===== config.mk =====
export PLATFORM = sky130hd
export DESIGN_NAME = fetch_queue
export DESIGN_NICKNAME = d
export VERILOG_FILES = /design/src/rtl/fetch_queue.sv
export SDC_FILE = /design/constraint.sdc
export NUM_CORES = 1
export LEC_CHECK = 0
export CAP_MARGIN = 25
export CORE_MARGIN = 2
export CORE_UTILIZATION = 44
export DETAILED_ROUTE_END_ITERATION = 8
export HOLD_SLACK_MARGIN = 0.08
export PLACE_DENSITY = 0.66
export SETUP_SLACK_MARGIN = 0.1
export SYNTH_ARGS = -nofsm -noshare
export SYNTH_HDL_FRONTEND = slang
export SYNTH_SLANG_ARGS = --single-unit

===== constraint.sdc =====
create_clock -name clk -period 3.4 [get_ports clk]
set_clock_uncertainty 0.05 [all_clocks]
set_input_delay 0.68 -clock clk [delete_from_list [all_inputs] [get_ports clk]]
set_output_delay 0.68 -clock clk [all_outputs]
set_load 0.005 [all_outputs]

===== src/rtl/fetch_queue.sv =====
// fetch_queue: instruction-fetch front end. Owns the fetch PC, issues one word read per
// cycle to a 1-cycle-latency instruction memory, buffers {pc, inst, fault} entries in a
// DEPTH-entry FIFO and presents the head to decode over valid/ready.
// Optional feature macro: FETCH_MISALIGN_TRAP_EN -- a misaligned redirect produces a single
// fault entry and halts fetch until the next redirect. Without it, redirect_pc[1:0] is ignored.
// Ports:
//   clk, rst                 clock, asynchronous active-low reset
//   redirect_valid/_pc       flush and restart fetch at redirect_pc (highest priority)
//   imem_req/_addr/_rdata    memory read port, data returns the cycle after the request
//   out_valid/_ready         decode handshake; out_inst/out_pc/out_fault describe the head
//   level                    number of occupied FIFO entries

// Generic FIFO with synchronous flush; caller guarantees no push when full, no pop when empty.
// Latency: a pushed entry is visible at the head the cycle after the push (no bypass).
// Backpressure: none internally; the producer must track free space from count.
module fq_fifo #(
    parameter int WIDTH = 32,
    parameter int DEPTH = 4
) (
    input  logic                       clk,
    input  logic                       rst,
    input  logic                       flush,
    input  logic                       push_vld,
    input  logic [WIDTH-1:0]           push_dat,
    input  logic                       pop_rdy,
    output logic [WIDTH-1:0]           head_dat,
    output logic [$clog2(DEPTH+1)-1:0] count
);
    localparam int AW = $clog2(DEPTH);
    localparam int CW = $clog2(DEPTH + 1);

    logic [WIDTH-1:0] mem [DEPTH];
    logic [AW-1:0]    wr_ptr;
    logic [AW-1:0]    rd_ptr;

    // DEPTH is a power of two, so the pointers wrap naturally.
    always_ff @(posedge clk or negedge rst) begin
        if (!rst) begin
            wr_ptr <= '0;
            rd_ptr <= '0;
            count  <= '0;
        end else if (flush) begin
            wr_ptr <= '0;
            rd_ptr <= '0;
            count  <= '0;
        end else begin
            if (push_vld) wr_ptr <= wr_ptr + AW'(1);
            if (pop_rdy)  rd_ptr <= rd_ptr + AW'(1);
            case ({push_vld, pop_rdy})
                2'b10:   count <= count + CW'(1);
                2'b01:   count <= count - CW'(1);
                default: count <= count;
            endcase
        end
    end

    always_ff @(posedge clk) begin
        if (push_vld && !flush) mem[wr_ptr] <= push_dat;
    end

    assign head_dat = mem[rd_ptr];
endmodule

// Fetch front end: PC sequencer, single outstanding memory read, entry FIFO toward decode.
// Latency: redirect at T -> imem_req at T+1 -> entry pushed end of T+2 -> out_valid at T+3.
// Backpressure: issue stops while occupied + in-flight entries reach DEPTH; decode stalls never drop data.
module fetch_queue #(
    parameter int              XLEN     = 32,
    parameter int              DEPTH    = 4,
    parameter logic [XLEN-1:0] RESET_PC = '0
) (
    input  logic                       clk,
    input  logic                       rst,
    input  logic                       redirect_valid,
    input  logic [XLEN-1:0]            redirect_pc,
    output logic                       imem_req,
    output logic [XLEN-1:0]            imem_addr,
    input  logic [31:0]                imem_rdata,
    output logic                       out_valid,
    input  logic                       out_ready,
    output logic [31:0]                out_inst,
    output logic [XLEN-1:0]            out_pc,
    output logic                       out_fault,
    output logic [$clog2(DEPTH+1)-1:0] level
);
    localparam int LW = $clog2(DEPTH + 1);

    typedef struct packed {
        logic [XLEN-1:0] pc;
        logic [31:0]     inst;
        logic            fault;
    } entry_t;

    logic [XLEN-1:0] fetch_pc;
    logic [XLEN-1:0] pend_pc;     // address of the entry that will be pushed next cycle
    logic            pend_vld;    // an entry (memory response or fault) lands next cycle
    logic            pend_fault;
    logic            halt;
    logic            issue;
    logic            push;
    logic            pop;
    logic [LW:0]     credit_used;
    entry_t          push_ent;
    entry_t          head_ent;

    // Credit counts the pending entry but ignores a same-cycle pop, so a push can never
    // meet a full FIFO. Outputs are held at zero while reset is asserted.
    assign credit_used = {1'b0, level} + {{LW{1'b0}}, pend_vld};
    assign issue       = rst && !redirect_valid && !halt && (credit_used < (LW+1)'(DEPTH));
    assign imem_req    = issue;
    assign imem_addr   = issue ? (fetch_pc & ~XLEN'(3)) : '0;

    assign push           = pend_vld && !redirect_valid;
    assign push_ent.pc    = pend_pc;
    assign push_ent.inst  = pend_fault ? 32'h0 : imem_rdata;
    assign push_ent.fault = pend_fault;

    assign out_valid = (level != '0) && !redirect_valid;
    assign pop       = out_valid && out_ready;
    assign out_inst  = out_valid ? head_ent.inst  : 32'h0;
    assign out_pc    = out_valid ? head_ent.pc    : '0;
    assign out_fault = out_valid ? head_ent.fault : 1'b0;

    fq_fifo #(
        .WIDTH ($bits(entry_t)),
        .DEPTH (DEPTH)
    ) u_fifo (
        .clk      (clk),
        .rst      (rst),
        .flush    (redirect_valid),
        .push_vld (push),
        .push_dat (push_ent),
        .pop_rdy  (pop),
        .head_dat (head_ent),
        .count    (level)
    );

`ifdef FETCH_MISALIGN_TRAP_EN
    always_ff @(posedge clk or negedge rst) begin
        if (!rst) begin
            fetch_pc   <= RESET_PC;
            pend_vld   <= 1'b0;
            pend_pc    <= '0;
            pend_fault <= 1'b0;
            halt       <= 1'b0;
        end else if (redirect_valid) begin
            fetch_pc <= redirect_pc;
            pend_pc  <= redirect_pc;
            if (redirect_pc[1:0] != 2'b00) begin
                // No memory access: synthesise one fault entry, then stop until redirected.
                pend_vld   <= 1'b1;
                pend_fault <= 1'b1;
                halt       <= 1'b1;
            end else begin
                pend_vld   <= 1'b0;
                pend_fault <= 1'b0;
                halt       <= 1'b0;
            end
        end else begin
            pend_vld   <= issue;
            pend_pc    <= fetch_pc;
            pend_fault <= 1'b0;
            if (issue) fetch_pc <= fetch_pc + XLEN'(4);
        end
    end
`else
    assign pend_fault = 1'b0;
    assign halt       = 1'b0;

    always_ff @(posedge clk or negedge rst) begin
        if (!rst) begin
            fetch_pc <= RESET_PC;
            pend_vld <= 1'b0;
            pend_pc  <= '0;
        end else if (redirect_valid) begin
            // Low address bits are meaningless without the trap feature.
            fetch_pc <= redirect_pc & ~XLEN'(3);
            pend_vld <= 1'b0;
        end else begin
            pend_vld <= issue;
            pend_pc  <= fetch_pc;
            if (issue) fetch_pc <= fetch_pc + XLEN'(4);
        end
    end
`endif
endmodule

==> impl_metrics.csv <==
group,metric,value,unit
timing,slew_viol_final,0,
floorplanning,rows,62,
finish,final_common_cell,"edfxtp_1",
placement,placedCellCount,1293,
floorplanning,initial_core_util,44.84,%
grt,grt_pass1_wl,42260,um
grt,grt_max_degree,69,
run_status,status,"completed",
setup_path,cp.required,2670,ps
route,drc,0,
power,intPower,7.029,mW
synthesis,async_flop_share,21.52,%
finish,seq_area,9156,um^2
route,drt_iter0_drc,492,
finish,drive_above_1_share,18.85,%
setup_path,cp_common_cell,"buf_12",
synthesis,avgSynthCellArea,16.91,um^2
power,power_switching_share,21.60,%
timing,holdWs,355.3,ps
timing,fmax,315.7,MHz
clock_network,cts_buffers,34,
job,maxCapViolations,0,
finish,final_cell_mix,"edfxtp_1, clkdlybuf4s50_1, and2_1, dfrtp_1, mux4_2",
setup_path,cp_slowest_cell,"mux4_2",
floorplanning,die_y,175.3,um
setup_path,crit_chain,"buf_12 -> buf_12 -> mux4_2 -> and2_1 -> clkdlybuf4s50_1",
route,final_antenna_net_count,0,
grt,track_usage,17.78,%
floorplanning,die-area,30710,um^2
power,leakage,5.611,nW
timing,setup_violations,0,
setup_path,end_kind,"output pin",
power,report.power.total,8.966,mW
clock_network,root_buffer,"clkbuf_16",
power,power.switching,1.937,mW
route,via_per_inst,5.216,
timing,fin_crit,3168,ps
synthesis,yosys_warnings,0,
clock_network,clk_pin_slew_worst_paths,60,ps
clock_network,cts.htree.levels,2,
clock_network,clk_latency,500,ps
synthesis,synth_area,12900,um^2
timing,max_slew_margin,39.53,%
clock_network,clock_sinks,316,
clock_network,cts_buffer_depth,3,
setup_path,slowest_delay,500,ps
placement,io_buffers,162,
placement,place.gp.congestion,0.8012,
timing,rsz0062_at_grt,"false",
finish,utilization,56.59,%
clock_network,cts_tree,"yes",
finish,layout.nets,1025,
floorplanning,core-area,28780,um^2
power,powerDensity,550.5,nW/um^2
route,wl,26730,um
synthesis,synth-seq-cells,316,
power,seqPwrFrac,50.3,%
finish,area_growth,26.20,%
grt,overflow,0,
power,ir_drop,0.3927,mV
synthesis,synth.distinct_cells,50,
timing,final.setup.tns,0,ps
setup_path,arrival,2440,ps
synthesis,synth-edff-count,248,
synthesis,ys.flop_type,"edfxtp_1",
finish,multiInputGateArea,3530,um^2
synthesis,yosysSeqAreaShare,70.89,%
grt,antenna_found_initial,0,
timing,hold_violations,0,
finish,antenna_cells,0,
setup_path,critical_path.max_fanout,14,
floorplanning,io_pins,170,
finish,fin_cells,1360,
route,vias,7094,
floorplanning,die_w,175.3,um
synthesis,synth_cells,763,
power,comb_power_share,8.8,%
setup_path,startpoint_type,"flip-flop",
clock_network,cts_hold_buf,0,
timing,tightest_slew,907.0,ps
grt,grt_pass1_vias,7330,
min_path,hp-class,"input port to async pin",
power,clock_power_share,40.9,%
route,wl_per_cell,19.65,um
finish,fillers,2282,
route,first_pass_iters,4,
timing,finalCritPeriodShare,93.18,%
setup_path,worst-setup-path-type,"flip-flop to output pin",
placement,hpwlAfterDp,16590,um
[kinds of logic (layout without fill, tap and decap cells)]
logic type | after synthesis | after routing | share of synthesized area (%)
AND/OR/NAND/NOR | 225 | 225 | 9.521
multiplexers | 89 | 89 | 13.12
buffers and inverters | 57 | 266 | 2.007
adder cells (fa/ha/maj) | 6 | 6 | 0.6399
AO/OA/AOI/OAI | 50 | 50 | 2.501
XOR/XNOR | 19 | 19 | 1.290
other | 1 | 5 | 0.02906
flip-flops | 316 | 316 | 70.89
[worst paths after layout]
path / startpoint / to / slack [ps] / depth (start not counted)
max in group asynchronous: rst / u_fifo.rd_ptr[0] / 2260 / 2
setup / recovery: u_fifo.rd_ptr[0] / out_pc[14] / 230 / 5
min in group clk: pend_pc[20] / u_fifo.mem[0][52] / 470 / 0
hold / removal: rst / fetch_pc[28] / 360 / 2
setup reg to reg: u_fifo.count[0] / u_fifo.count[2] / 1190 / 6
hold reg to reg: pend_pc[20] / u_fifo.mem[0][52] / 470 / 0
[metal layers]
metal / vias up / track usage, % / part of all wire [%]
li1: 3281 / - / -
met1: 3567 / 25.64 / 45
met2: 214 / 27.81 / 47
met3: 32 / 3.810 / 6.3
met4: 0 / 4.549 / 1.6
met5: - / 0 / 0
[power groups by stage]
stage          Clock [mW]  Sequential, mW  Combinational, mW
5_1_grt              3.90            4.53              0.867
3_5_place_dp            0            4.60              0.772
6_report             3.67            4.51              0.787
4_1_cts              3.75            4.51              0.806
2_1_floorplan           0            4.53              0.429
3_3_place_gp            0            4.59              0.764
[synthesized netlist by cell type, types with 2 or more instances]
master    instances  area, um^2
and2_1           90       563.0
a31oi_1           3       18.77
buf_4             6       45.04
and2_2            2       15.01
nand4_2           2       25.02
nor3_1            7       35.03
inv_1            11       41.29
mux2i_1           6       60.06
nand4_1           7       43.79
buf_2            11       55.05
nor2b_1           2       12.51
o21ai_0          23       115.1
edfxtp_1        248        7447
xor2_1            8       70.07
ha_1              5       62.56
nand2_1          53       198.9
o311ai_1          3       26.28
o211ai_1         10       75.07
a22oi_1           3       22.52
mux2_2           21       236.5
a21o_1            2       15.01
or3_1             2       12.51
xnor2_1          11       96.34
nor2_1           25       93.84
clkbuf_1         23       86.33
nand4b_1          2       17.52
buf_1             4       15.01
nand3_1          21       105.1
mux4_2           62        1396
nor4_1            3       18.77
dfrtp_1          68        1702
[through the flow]
step / setup slack (ps) / cell area [um^2]
6_report: 232.0 / 16290
4_1_cts: 133.0 / 16280
2_1_floorplan: 174.3 / 12920
3_5_place_dp: 473.6 / 15100
3_3_place_gp: 498.5 / 15100
5_1_grt: 130.3 / 16290
[flip-flops by register name, indices dropped and copies added, names as in the netlist]
name / count
fetch_pc: 30
pend_pc: 30
pend_vld: 1
u_fifo.count: 3
u_fifo.mem: 248
u_fifo.rd_ptr: 2
u_fifo.wr_ptr: 2
[critical path, delay by kind of cell (launching register included)]
kind          cells  cell delay, ps
flops             1             460
mux               1             500
buf+inv           3             800
simple gates      1             170
[layout make-up]
| class | count | share of cell area, % |
|---|---|---|
| flip-flops and latches | 316 | 56.22 |
| multi-input cells | 394 | 21.67 |
| repair buffers | 194 | 12.01 |
| clock buffers | 40 | 5.816 |
| well taps | 384 | 2.950 |
| clock inverters | 21 | 1.076 |
| inverters | 11 | 0.2535 |
[repair_timing]
| action | in CTS | in global routing |
|---|---|---|
| hold endpoints to repair | 0 | 0 |
| setup endpoints to repair | 46 | 4 |
| resized for setup | 0 | 1 |
| buffers inserted | 6 | 0 |
Note: power is estimated with default switching activity, not from simulation.
